File: config.mk
export PLATFORM = sky130hd
export DESIGN_NAME = tcp_rx_segment_decoder
export DESIGN_NICKNAME = d
export VERILOG_FILES = /design/src/rtl/tcp_rx_decoder_pkg.sv /design/src/rtl/tcp_rx_segment_decoder.sv
export SDC_FILE = /design/constraint.sdc
export NUM_CORES = 1
export LEC_CHECK = 0
export BUFFER_PORTS_ARGS = -buffer_cell sky130_fd_sc_hd__buf_2
export CAP_MARGIN = 0
export CORE_MARGIN = 8
export CORE_UTILIZATION = 40
export DETAILED_ROUTE_END_ITERATION = 7
export HOLD_SLACK_MARGIN = 0.15
export PLACE_DENSITY_LB_ADDON = 0.12
export SYNTH_ARGS = -nofsm -noshare
export SYNTH_HDL_FRONTEND = slang
export SYNTH_SLANG_ARGS = --single-unit
File: constraint.sdc
create_clock -name clk -period 3.85 [get_ports clk]
set_input_delay 0.5775 -clock clk [delete_from_list [all_inputs] [get_ports clk]]
set_output_delay 0.5775 -clock clk [all_outputs]
set_load 0.01 [all_outputs]
File: src/rtl/tcp_rx_decoder_pkg.sv
// Shared types and constants for the TCP receive-side segment decoder and
// the server FSM that consumes its descriptors.
package tcp_rx_decoder_pkg;

    typedef enum logic [2:0] {
        IDLE,
        HDR,
        OPT,
        PAY,
        OUT,
        DROP
    } tcp_rx_state_t;

    // Bit positions inside seg_flags, matching the TCP header flag byte.
    localparam int FLAG_FIN = 0;
    localparam int FLAG_SYN = 1;
    localparam int FLAG_RST = 2;
    localparam int FLAG_PSH = 3;
    localparam int FLAG_ACK = 4;
    localparam int FLAG_URG = 5;

    localparam int         HDR_BYTES = 20;
    localparam logic [3:0] MIN_DOFF  = 4'd5;

    typedef struct packed {
        logic [5:0]  flags;
        logic [31:0] seq;
        logic [31:0] ack;
        logic [15:0] win;
        logic [15:0] len;
        logic        oversize;
    } tcp_seg_desc_t;

    function automatic logic [15:0] sat_add16(input logic [15:0] v, input logic [1:0] a);
        logic [16:0] s;
        s = {1'b0, v} + {15'd0, a};
        return s[16] ? 16'hFFFF : s[15:0];
    endfunction

endpackage

File: src/rtl/tcp_rx_segment_decoder.sv
// Parses a received TCP segment byte stream, drops malformed or foreign-port
// segments and presents one descriptor per accepted segment.
module tcp_rx_segment_decoder #(
    parameter logic [15:0] LOCAL_PORT  = 16'd80,
    parameter logic [15:0] MAX_PAYLOAD = 16'd1460
) (
    input  logic        clk,
    input  logic        rst,
    input  logic        in_vld,
    output logic        in_rdy,
    input  logic [7:0]  in_data,
    input  logic        in_sop,
    input  logic        in_eop,
    output logic        seg_vld,
    input  logic        seg_rdy,
    output logic [5:0]  seg_flags,
    output logic [31:0] seg_seq,
    output logic [31:0] seg_ack,
    output logic [15:0] seg_win,
    output logic [15:0] seg_len,
    output logic        seg_oversize,
    output logic [15:0] drop_cnt
);
    import tcp_rx_decoder_pkg::*;

    tcp_rx_state_t state_reg, state_next;
    logic [4:0]    byte_cnt_reg, byte_cnt_next;
    logic [5:0]    opt_cnt_reg, opt_cnt_next;
    logic [15:0]   len_reg, len_next;
    logic [15:0]   dport_reg;
    logic [31:0]   seq_reg, ack_reg;
    logic [3:0]    doff_reg;
    logic [5:0]    flags_reg;
    logic [15:0]   win_reg;
    tcp_seg_desc_t desc_reg;
    logic          seg_vld_reg;
    logic [15:0]   drop_cnt_reg;

    logic       acc;
    logic       hdr_capture;
    logic       hdr_last;
    logic       hdr_bad;
    logic       load_desc;
    logic [1:0] drop_add;

    assign in_rdy      = !rst && (state_reg != OUT);
    assign acc         = in_vld && in_rdy;
    assign hdr_capture = acc && (state_reg == HDR) && !in_sop;
    assign hdr_last    = (byte_cnt_reg == 5'(HDR_BYTES - 1));
    assign hdr_bad     = (dport_reg != LOCAL_PORT) || (doff_reg < MIN_DOFF);

    always_comb begin
        state_next    = state_reg;
        byte_cnt_next = byte_cnt_reg;
        opt_cnt_next  = opt_cnt_reg;
        len_next      = len_reg;
        load_desc     = 1'b0;
        drop_add      = 2'd0;
        if (state_reg == OUT) begin
            if (seg_vld_reg && seg_rdy)
                state_next = IDLE;
        end else if (acc) begin
            if (in_sop && state_reg != IDLE) begin
                // Abort: the interrupted segment is a drop; a sop+eop restart is a second one.
                if (in_eop) begin
                    drop_add   = 2'd2;
                    state_next = IDLE;
                end else begin
                    drop_add      = 2'd1;
                    byte_cnt_next = 5'd1;
                    state_next    = HDR;
                end
            end else begin
                case (state_reg)
                    IDLE: begin
                        if (in_sop) begin
                            if (in_eop) begin
                                drop_add = 2'd1;
                            end else begin
                                byte_cnt_next = 5'd1;
                                state_next    = HDR;
                            end
                        end
                    end
                    HDR: begin
                        if (hdr_last) begin
                            len_next = 16'd0;
                            if (hdr_bad) begin
                                if (in_eop) begin
                                    drop_add   = 2'd1;
                                    state_next = IDLE;
                                end else begin
                                    state_next = DROP;
                                end
                            end else if (in_eop) begin
                                load_desc  = 1'b1;
                                state_next = OUT;
                            end else if (doff_reg > MIN_DOFF) begin
                                opt_cnt_next = {doff_reg - MIN_DOFF, 2'b00};
                                state_next   = OPT;
                            end else begin
                                state_next = PAY;
                            end
                        end else if (in_eop) begin
                            drop_add   = 2'd1;
                            state_next = IDLE;
                        end else begin
                            byte_cnt_next = byte_cnt_reg + 5'd1;
                        end
                    end
                    OPT: begin
                        len_next = 16'd0;
                        if (opt_cnt_reg == 6'd1) begin
                            if (in_eop) begin
                                load_desc  = 1'b1;
                                state_next = OUT;
                            end else begin
                                state_next = PAY;
                            end
                        end else if (in_eop) begin
                            drop_add   = 2'd1;
                            state_next = IDLE;
                        end else begin
                            opt_cnt_next = opt_cnt_reg - 6'd1;
                        end
                    end
                    PAY: begin
                        len_next = sat_add16(len_reg, 2'd1);
                        if (in_eop) begin
                            load_desc  = 1'b1;
                            state_next = OUT;
                        end
                    end
                    DROP: begin
                        if (in_eop) begin
                            drop_add   = 2'd1;
                            state_next = IDLE;
                        end
                    end
                    default: state_next = IDLE;
                endcase
            end
        end
    end

    always_ff @(posedge clk) begin
        if (rst) begin
            state_reg    <= IDLE;
            byte_cnt_reg <= 5'd0;
            opt_cnt_reg  <= 6'd0;
            len_reg      <= 16'd0;
            dport_reg    <= 16'd0;
            seq_reg      <= 32'd0;
            ack_reg      <= 32'd0;
            doff_reg     <= 4'd0;
            flags_reg    <= 6'd0;
            win_reg      <= 16'd0;
            desc_reg     <= '0;
            seg_vld_reg  <= 1'b0;
            drop_cnt_reg <= 16'd0;
        end else begin
            state_reg    <= state_next;
            byte_cnt_reg <= byte_cnt_next;
            opt_cnt_reg  <= opt_cnt_next;
            len_reg      <= len_next;
            drop_cnt_reg <= sat_add16(drop_cnt_reg, drop_add);
            // Big-endian fields: shift each new byte in at the LSB end.
            if (hdr_capture) begin
                case (byte_cnt_reg)
                    5'd2, 5'd3:                dport_reg <= {dport_reg[7:0], in_data};
                    5'd4, 5'd5, 5'd6, 5'd7:    seq_reg   <= {seq_reg[23:0], in_data};
                    5'd8, 5'd9, 5'd10, 5'd11:  ack_reg   <= {ack_reg[23:0], in_data};
                    5'd12:                     doff_reg  <= in_data[7:4];
                    5'd13:                     flags_reg <= in_data[5:0];
                    5'd14, 5'd15:              win_reg   <= {win_reg[7:0], in_data};
                    default: ;
                endcase
            end
            if (load_desc) begin
                desc_reg <= '{flags:    flags_reg,
                              seq:      seq_reg,
                              ack:      ack_reg,
                              win:      win_reg,
                              len:      len_next,
                              oversize: (len_next > MAX_PAYLOAD)};
                seg_vld_reg <= 1'b1;
            end else if (seg_vld_reg && seg_rdy) begin
                seg_vld_reg <= 1'b0;
            end
        end
    end

    assign seg_vld      = seg_vld_reg;
    assign seg_flags    = desc_reg.flags;
    assign seg_seq      = desc_reg.seq;
    assign seg_ack      = desc_reg.ack;
    assign seg_win      = desc_reg.win;
    assign seg_len      = desc_reg.len;
    assign seg_oversize = desc_reg.oversize;
    assign drop_cnt     = drop_cnt_reg;

endmodule

==> results of run 1 <==
==> synth_stat cells (3+ instances only) <==
| master | n |
|---|---|
| nor2_1 | 104 |
| xor2_1 | 5 |
| nor3_1 | 15 |
| o31ai_1 | 5 |
| and3_1 | 9 |
| or2_2 | 3 |
| o41ai_1 | 5 |
| nor2b_1 | 6 |
| inv_1 | 21 |
| o21bai_1 | 4 |
| buf_2 | 11 |
| xnor2_1 | 7 |
| o31a_1 | 3 |
| nor3b_1 | 3 |
| nand3_1 | 32 |
| a31oi_1 | 11 |
| a21oi_1 | 198 |
| dfxtp_1 | 256 |
| a211oi_1 | 17 |
| nand4_1 | 8 |
| nand2b_1 | 6 |
| a22oi_1 | 7 |
| ha_1 | 15 |
| mux2i_1 | 32 |
| and2_1 | 5 |
| nand3b_1 | 4 |
| nand2_1 | 339 |
| clkbuf_1 | 75 |
| nor4_1 | 5 |
| a21o_1 | 7 |
| o21ai_0 | 26 |
==> layer usage <==
metal,vias to the layer above,global-route usage [%],routed length (um)
met5,-,0,0
met3,30,3.28,1460
met4,0,3.40,362
li1,4590,-,-
met1,4198,23.3,13600
met2,166,26.1,11800
==> layout make-up <==
class                           count  area share [%]
Tap cell                          335            3.40
Timing Repair Buffer              155            6.88
Clock buffer                       40            6.52
Multi-Input combinational cell    929            39.8
Clock inverter                      6            1.20
Sequential cell                   256            41.5
Inverter                           22           0.669
==> kinds of logic (layout without fill, tap and decap cells) <==
group,count (synthesis),count (layout),synth area share (%)
XOR/XNOR,12,12,1.01
adder cells (fa/ha/maj),16,16,1.99
flip-flops,256,256,49.2
buffers and inverters,108,223,4.02
AO/OA/AOI/OAI,307,307,17.1
AND/OR/NAND/NOR,562,562,23.5
multiplexers,32,32,3.08
==> report_power, final <==
part | internal [mW] | total [mW] | switching [mW]
Sequential | 2.65 | 2.65 | 0.00361
Clock | 1.71 | 2.79 | 1.09
Combinational | 0.0244 | 0.109 | 0.0850
==> per-stage QoR <==
step	hold slack, ns	util [%]	power [mW]	setup WS (ns)
after global placement	0.440	44.0	2.82	0.127
after global routing	0.297	47.8	5.73	0.00436
after detailed placement	0.443	44.0	2.82	0.0720
after floorplan	0.432	-	2.78	0.456
after CTS	0.288	47.7	5.62	0.0601
final	0.317	47.8	5.56	0.386
==> placed cells by master (no fill, tap or decap), drive strengths merged, types with 3 or more instances in the layout <==
| master | n |
|---|---|
| a211oi | 19 |
| a21o | 7 |
| a21oi | 198 |
| a22oi | 7 |
| a31oi | 11 |
| and2 | 5 |
| and3 | 9 |
| buf | 154 |
| bufinv | 4 |
| clkbuf | 41 |
| dfxtp | 256 |
| ha | 15 |
| inv | 23 |
| mux2i | 32 |
| nand2 | 339 |
| nand2b | 6 |
| nand3 | 32 |
| nand3b | 4 |
| nand4 | 9 |
| nor2 | 104 |
| nor2b | 6 |
| nor3 | 17 |
| nor3b | 5 |
| nor4 | 5 |
| o21ai | 26 |
| o21bai | 4 |
| o31a | 3 |
| o31ai | 5 |
| o41ai | 5 |
| or2 | 4 |
| or4 | 3 |
| xnor2 | 7 |
| xor2 | 5 |
==> worst paths after layout <==
check	slack, ns	from	depth (start not counted)	end
worst max-delay path	0.39	doff_reg[0]	22	drop_cnt[13]
worst min-delay path	0.32	seg_rdy	3	seg_vld
worst max register to register	0.39	doff_reg[0]	22	drop_cnt[13]
worst min register to register	0.45	seg_ack[28]	2	seg_ack[28]
==> tightest hold or removal path: stages <==
cell,delay (ns)
buf_2,0.09
nand2b_1,0.09
a21oi_1,0.06
==> timing repair <==
item | CTS | global route
buffers inserted | 0 | 0
endpoints found under the setup margin | 0 | 15
gates resized for setup | 0 | 6
==> qor.yml, run 1 <==
syn-num-nets: 1323
antenna_found_initial: 0
drc: 0
rsz0062_at_grt: "no"
port-buffer-count: 134
finalMaxSlewViolations: 0
h-tree-depth: 1
avgRoutedWirePerCell_um: 15.6
cts-root-buf: "clkbuf_16"
setup_viol: 0
synthCells: 1293
die_x_um: 177
grt_pass1_wl_mm: 44.1
place_inst: 1697
leakagePower_nw: 4.72
synth_seq_area_share_pct: 49.2
cp-start-kind: "flip-flop"
worstSetupPathType: "reg -> reg"
seq_area_um2: 5120
dieHeight_um: 177
ir_worst_vdd_mv: 0.370
max_slew.worst_pin.slew_ns: 1.19
totalNegativeSetupSlack_ns: 0
syn2layout_area_growth_pct: 18.6
path_max_fanout: 5
cts_tree: "yes"
synth_edf_count: 0
critical_path.top_delay_family: "adder cells"
avgSynthCellArea_um2: 8.05
cp_num_buf_inv: 5
std_cell_rows: 59
crit_required_ns: 4.32
layoutNonFillerInstCount: 1743
cts_buffer_depth: 3
hold_buffers: 0
drt.antenna.violating_nets: 0
firstDrtPassIters: 4
fin_nets: 1421
n_fill_cell: 2595
syn_area_um2: 10400
fin_skew_ns: 0.00886
antennaDiodeCount: 0
slew_headroom_pct: 20.9
max_cap_violations: 0
netlist.area_leader.share_pct: 49.2
critPathCaptureType: "flip-flop"
period_needed_ns: 3.46
hp-class: "in -> reg"
initial_core_util_pct: 40.3
crit_chain: "inv_1 -> ha_1 -> inv_1 -> a21oi_1 -> nor2_1 -> inv_1 -> ha_1 -> nor2_1 -> a21oi_1 -> nor2_1 -> a21oi_1 -> o22ai_1 -> a221oi_2 -> ha_1 -> inv_1 -> fa_1 -> nor2b_2 -> nand3_2 -> nor2_4 -> nand3_1 -> buf_4 -> a21oi_1"
place_congestion: 0.834
grt_overflow: 0
power_density_nw_per_um2: 450
cp.arrival_ns: 3.93
fmax_mhz: 289
fin_area_um2: 12300
synth_cell_types: 67
dieArea_um2: 31500
hold_viol: 0
status: "finished clean"
synth.ff_latch_count: 256
fin_crit_sh_pct: 90.0
cts_sinks: 256
grt_max_degree: 118
grt_pass1_vias: 8466
vias: 8984
clk_pin_slew_ns: 0.06
drt-total-wl_mm: 27.2
clock_latency_ns: 0.55
yosys_most_used_dff: "dfxtp_1"
critical_path.max_stage_delay_ns: 0.43
postPlaceCellArea_um2: 11400
yosys-top-cells-area: "dfxtp_1 (49%), nand2_1 (12%), a21oi_1 (9.5%)"
grt.total_usage_pct: 16.6
place_hpwl_mm: 17.5
drt_iter0_drc: 480
synth_warnings: 0
pin_count: 135
ys_async_sr_fraction_pct: 0
drive_gt1_share_pct: 15.7
core-area_um2: 25800
yosys.area.top_type: "dfxtp_1"
critPathSlowestCell: "fa_1"
numCtsBuffers: 27
avgViaCountPerCell: 5.15
multiInputGateArea_um2: 4920
Power figures use the tool's default switching activity.
==> run 2: changes to the inputs <==
--- a/config.mk
+++ b/config.mk
@@ -11,7 +11,7 @@
 export CORE_UTILIZATION = 40
 export DETAILED_ROUTE_END_ITERATION = 7
 export HOLD_SLACK_MARGIN = 0.15
-export PLACE_DENSITY_LB_ADDON = 0.12
+export PLACE_DENSITY_LB_ADDON = 0.25
 export SYNTH_ARGS = -nofsm -noshare
 export SYNTH_HDL_FRONTEND = slang
 export SYNTH_SLANG_ARGS = --single-unit
==> qor.yml, run 2 (same netlist as run 1, synthesis figures left out) <==
cp-start-kind: "flip-flop"  # unchanged
cts_buffer_depth: 3  # unchanged
crit_path_end: "drop_cnt[14]"  # was drop_cnt[13]
leakagePower_nw: 4.73  # was 4.72 nW
port-buffer-count: 134  # unchanged
drc: 0  # unchanged
r2r-start: "doff_reg[0]"  # unchanged
fin_skew_ns: 0.0108  # was 0.00886 ns
period_needed_ns: 3.48  # was 3.46 ns
finalCoreUtilization_pct: 47.9  # was 47.8%
avgRoutedWirePerCell_um: 15.2  # was 15.6 um
dpl_worst_slack_ns: 0.130  # was 0.0720 ns
core-area_um2: 25800  # unchanged
worstSetupPathType: "reg -> reg"  # unchanged
dieArea_um2: 31500  # unchanged
cp.arrival_ns: 3.86  # was 3.93 ns
hold_depth: 3  # unchanged
place_congestion: 0.838  # was 0.834
drive_gt1_share_pct: 16.1  # was 15.7%
die_x_um: 177  # unchanged
grt_max_degree: 100  # was 118
drt-total-wl_mm: 26.5  # was 27.2 mm
cts_sinks: 256  # unchanged
initial_core_util_pct: 40.3  # unchanged
syn2layout_area_growth_pct: 18.8  # was 18.6%
numCtsBuffers: 27  # unchanged
whs_ns: 0.337  # was 0.317 ns
clk_pin_slew_ns: 0.06  # about the same
cts_tree: "yes"  # unchanged
worstReg2RegEnd: "drop_cnt[14]"  # was drop_cnt[13]
fin_area_um2: 12400  # was 12300 um^2
cts-root-buf: "clkbuf_16"  # unchanged
power_density_nw_per_um2: 450  # about the same
dieHeight_um: 177  # unchanged
pin_count: 135  # unchanged
grt.total_usage_pct: 16.2  # was 16.6%
layoutNonFillerInstCount: 1747  # was 1743
hp-class: "in -> reg"  # unchanged
std_cell_rows: 59  # unchanged
setup_viol: 0  # unchanged
h-tree-depth: 1  # unchanged
drt_iter0_drc: 761  # was 480
critPathCaptureType: "flip-flop"  # unchanged
antennaDiodeCount: 0  # unchanged
postPlaceCellArea_um2: 11400  # about the same
place_hpwl_mm: 17.3  # was 17.5 mm
path_max_fanout: 5  # unchanged
power_mw: 5.56  # about the same
totalNegativeSetupSlack_ns: 0  # unchanged
hold_viol: 0  # unchanged
fin_crit_sh_pct: 90.5  # was 90.0%
grt_pass1_vias: 8443  # was 8466
fin_ws_ns: 0.365  # was 0.386 ns
antenna_found_initial: 0  # unchanged
final_cell_mix: "nand2_1 (339), dfxtp_1 (256), a21oi_1 (197), buf_2 (133), nor2_1 (102)"  # was nand2_1 (339), dfxtp_1 (256), a21oi_1 (198), buf_2 (133), nor2_1 (103)
avgViaCountPerCell: 5.17  # was 5.15
r2r_cells: 23  # was 22
max_slew.worst_pin.slew_ns: 0.995  # was 1.19 ns
drt.antenna.violating_nets: 0  # unchanged
firstDrtPassIters: 4  # unchanged
ir_worst_vdd_mv: 0.262  # was 0.370 mV
reg2reg_slack_ns: 0.37  # was 0.39 ns
mostFrequentLayoutCell: "nand2_1"  # unchanged
fin_nets: 1421  # unchanged
grt_overflow: 0  # unchanged
hold_buffers: 0  # unchanged
grt_pass1_wl_mm: 43.3  # was 44.1 mm
vias: 9030  # was 8984
slew_headroom_pct: 33.6  # was 20.9%
crit_path_start: "doff_reg[0]"  # unchanged
status: "finished clean"  # unchanged
finalMaxSlewViolations: 0  # unchanged
clock_latency_ns: 0.53  # was 0.55 ns
max_cap_violations: 0  # unchanged
fmax_mhz: 287  # was 289 MHz
crit_required_ns: 4.22  # was 4.32 ns
place_inst: 1696  # was 1697
## run 2: worst min-delay path by stage
stage	startpoint	end	slack [ns]
final	seg_rdy	seg_vld	0.34
after detailed placement	seg_win[2]	seg_win[2]	0.44
after floorplan	win_reg[10]	seg_win[10]	0.43
after global placement	seg_ack[25]	seg_ack[25]	0.44
after CTS	seg_rdy	seg_vld	0.31
after global routing	seg_rdy	seg_vld	0.32
## run 2: layout make-up
cell class                      count  area, um^2
Sequential cell                   256        5120
Multi-Input combinational cell    929        4920
Clock inverter                     11         188
Fill cell                        2601       13500
Inverter                           22        82.6
Clock buffer                       39         781
Timing Repair Buffer              155         862
Tap cell                          335         419
## run 2: power by group
part           switching, mW  internal (mW)
clock network           1.06           1.74
logic                 0.0845         0.0238
registers            0.00352           2.65
total                   1.15           4.42
## run 2: worst max-delay path: stages (launching register included)
cell and delay [ns]:
dfxtp_1 0.34, inv_1 0.07, ha_1 0.17, inv_1 0.06, a21oi_2 0.13, nor2_2 0.08, inv_1 0.06, ha_1 0.13
nor2_1 0.04, a21oi_1 0.13, nor2_1 0.06, a21oi_1 0.12, o22ai_1 0.11, a221oi_2 0.30, ha_2 0.24, inv_1 0.05
fa_2 0.37, nor2b_2 0.16, nand3_2 0.13, nor2_2 0.13, buf_4 0.13, nand3_1 0.07, nor3b_1 0.20, nor3_1 0.06
## run 2: routing by layer
layer  up-vias  track usage (%)  wire length [um]
li1       4599                -                 -
met1      4213             22.6             12800
met2       190             25.5             11700
met3        28             3.21              1550
met4         0             3.82               340
met5         -                0                 0
## run 2: timing repair
| action | in CTS | in global routing |
|---|---|---|
| buffers inserted | 0 | 1 |
| gates resized for setup | 0 | 8 |
| endpoints found under the setup margin | 0 | 15 |
==> run 3: changes to the inputs <==
--- a/config.mk
+++ b/config.mk
@@ -5,6 +5,7 @@
 export SDC_FILE = /design/constraint.sdc
 export NUM_CORES = 1
 export LEC_CHECK = 0
+export ABC_AREA = 1
 export BUFFER_PORTS_ARGS = -buffer_cell sky130_fd_sc_hd__buf_2
 export CAP_MARGIN = 0
 export CORE_MARGIN = 8
==> qor.yml, run 3 <==
status: "finished clean"  # unchanged
yosys.area.top_type: "dfxtp_1"  # unchanged
synth.ff_latch_count: 256  # unchanged
worstSetupPathType: "reg -> reg"  # unchanged
totalNegativeSetupSlack_ns: 0  # unchanged
r2r_cells: 22  # was 23
finalMaxSlewViolations: 0  # unchanged
synth_seq_area_share_pct: 48.8  # was 49.2%
drive_gt1_share_pct: 14.8  # was 16.1%
h-tree-depth: 1  # unchanged
dpl_worst_slack_ns: 0.271  # was 0.130 ns
worstReg2RegEnd: "drop_cnt[13]"  # was drop_cnt[14]
fin_nets: 1539  # was 1421
avgSynthCellArea_um2: 7.48  # was 8.05 um^2
synthCells: 1406  # was 1293
drt.antenna.violating_nets: 0  # unchanged
wl_met2_mm: 11.7  # about the same
max_cap_violations: 0  # unchanged
numCtsBuffers: 27  # unchanged
power_mw: 5.39  # was 5.56 mW
place_congestion: 0.887  # was 0.838
cp-start-kind: "flip-flop"  # unchanged
pin_count: 135  # unchanged
cts_tree: "yes"  # unchanged
grt_pass1_vias: 8597  # was 8443
cts_buffer_depth: 3  # unchanged
initial_core_util_pct: 40.6  # was 40.3%
dieHeight_um: 178  # was 177 um
std_cell_rows: 59  # unchanged
fin_crit_sh_pct: 90.7  # was 90.5%
cp.arrival_ns: 3.97  # was 3.86 ns
avgViaCountPerCell: 5.00  # was 5.17
max_slew.worst_pin.slew_ns: 1.08  # was 0.995 ns
syn_area_um2: 10500  # was 10400 um^2
wl_met1_mm: 13.2  # was 12.8 mm
fin_skew_ns: 0.0168  # was 0.0108 ns
hp-class: "in -> reg"  # unchanged
leakagePower_nw: 5.09  # was 4.73 nW
vias: 9318  # was 9030
firstDrtPassIters: 7  # was 4
place_hpwl_mm: 18.1  # was 17.3 mm
fmax_mhz: 286  # was 287 MHz
hold_viol: 0  # unchanged
clk_pin_slew_ns: 0.06  # about the same
power_density_nw_per_um2: 440  # was 450 nW/um^2
grt_pass1_wl_mm: 43.8  # was 43.3 mm
final_cell_mix: "nor2_1 (400), dfxtp_1 (255), o21ai_0 (213), buf_2 (134), nand2_1 (114)"  # was nand2_1 (339), dfxtp_1 (256), a21oi_1 (197), buf_2 (133), nor2_1 (102)
yosys-top-cells-area: "dfxtp_1 (49%), nor2_1 (14%), o21ai_0 (10%)"  # was dfxtp_1 (49%), nand2_1 (12%), a21oi_1 (9.5%)
crit_path_start: "state_reg[1]"  # was doff_reg[0]
grt_max_degree: 128  # was 100
drt_iter0_drc: 569  # was 761
hold_end: "seg_vld"  # unchanged
synth_cell_types: 46  # was 67
hold_buffers: 0  # unchanged
antenna_found_initial: 0  # unchanged
drt-total-wl_mm: 27.0  # was 26.5 mm
slew_headroom_pct: 28.2  # was 33.6%
antennaDiodeCount: 0  # unchanged
wl_met3_mm: 1.50  # was 1.55 mm
fin_ws_ns: 0.357  # was 0.365 ns
cts-root-buf: "clkbuf_16"  # unchanged
setup_viol: 0  # unchanged
syn2layout_area_growth_pct: 16.7  # was 18.8%
yosysMostFrequentCell: "nor2_1"  # was nand2_1
hold_depth: 4  # was 3
period_needed_ns: 3.49  # was 3.48 ns
critPathCaptureType: "flip-flop"  # unchanged
drc: 0  # unchanged
die_x_um: 178  # was 177 um
synth_commonest_cells: "nor2_1 (400), dfxtp_1 (256), o21ai_0 (213), nand2_1 (114), inv_1 (107)"  # was nand2_1 (339), dfxtp_1 (256), a21oi_1 (198), nor2_1 (104), clkbuf_1 (75)
syn-num-nets: 1436  # was 1323
worstHoldStart: "seg_rdy"  # unchanged
ys_async_sr_fraction_pct: 0  # unchanged
clock_latency_ns: 0.54  # was 0.53 ns
rsz0062_at_grt: "no"
grt.total_usage_pct: 16.5  # was 16.2%
dieArea_um2: 31700  # was 31500 um^2
r2r-start: "state_reg[1]"  # was doff_reg[0]
synth_edf_count: 0  # unchanged
yosys_most_used_dff: "dfxtp_1"  # unchanged
synth_warnings: 0  # unchanged
netlist.area_leader.share_pct: 48.8  # was 49.2%
reg2reg_slack_ns: 0.36  # was 0.37 ns
grt_overflow: 0  # unchanged
top_layer: "met4"  # unchanged
crit_required_ns: 4.32  # was 4.22 ns
core-area_um2: 25900  # was 25800 um^2
cts_sinks: 256  # unchanged
mostFrequentLayoutCell: "nor2_1"  # was nand2_1
path_max_fanout: 7  # was 5
ir_worst_vdd_mv: 0.357  # was 0.262 mV
avgRoutedWirePerCell_um: 14.5  # was 15.2 um
port-buffer-count: 134  # unchanged
==> run 3: timing repair <==
action                     in CTS  in global routing
resized for setup               0                  2
buffers inserted                0                  1
setup endpoints to repair       0                  5
==> run 3: metrics by stage <==
| stage | utilization [%] | hold WS, ns | instance area, um^2 | cells |
|---|---|---|---|---|
| global route | 47.3 | 0.362 | 12300 | 1864 |
| global placement | 43.8 | 0.458 | 11400 | 1814 |
| floorplan | - | 0.450 | 10500 | 1406 |
| CTS | 47.3 | 0.310 | 12200 | 1863 |
| detailed placement | 43.8 | 0.466 | 11400 | 1814 |
| finish | 47.3 | 0.326 | 12300 | 1864 |
==> run 3: worst max path at each step <==
stage	endpoint	slack [ns]	cells past startpoint
2_1_floorplan	drop_cnt[14]	0.56	19
3_3_place_gp	drop_cnt[14]	0.33	19
3_5_place_dp	drop_cnt[13]	0.27	20
4_1_cts	drop_cnt[13]	0.35	21
5_1_grt	drop_cnt[13]	0.006	22
6_report	drop_cnt[13]	0.36	22
==> run 3: kinds of logic after synthesis <==
group / synth area share, %
AO/OA/AOI/OAI: 16.5
XOR/XNOR: 1.00
adder cells (fa/ha/maj): 1.98
buffers and inverters: 7.24
flip-flops: 48.8
AND/OR/NAND/NOR: 24.5
==> run 3: final cells by class <==
class	count	area [um^2]
Fill cell	2633	13600
Sequential cell	256	5130
Multi-Input combinational cell	966	4630
Timing Repair Buffer	145	766
Clock buffer	34	752
Inverter	113	428
Tap cell	335	419
Clock inverter	15	141
==> run 3: power by group <==
| part | total, mW | internal [mW] | leakage, nW | switching [mW] |
|---|---|---|---|---|
| clock | 2.60 | 1.52 | 0.444 | 1.08 |
| sequential | 2.65 | 2.65 | 2.06 | 0.00194 |
| combinational | 0.138 | 0.0356 | 2.58 | 0.102 |
==> run 3: layer usage <==
metal / up-vias / GRT usage, %
met5: - / 0
met4: 0 / 4.31
met3: 38 / 2.86
met2: 230 / 26.3
met1: 4280 / 22.8
li1: 4770 / -
==> run 3: worst max-delay path, cell delays in order, from the launching register on <==
cell and delay, ns:
dfxtp_1 0.39, nor2_4 0.21, inv_1 0.06, nor2_1 0.20
inv_1 0.09, o21ai_0 0.17, a22oi_1 0.09, nand3_1 0.09
nand3_1 0.07, inv_1 0.06, ha_1 0.15, inv_1 0.05
fa_1 0.39, nor2_1 0.18, inv_1 0.05, nor2_1 0.14
and3_1 0.23, nand2_1 0.10, nor2_1 0.21, nand4_1 0.17
o22ai_1 0.14, o21ai_0 0.10, inv_1 0.09
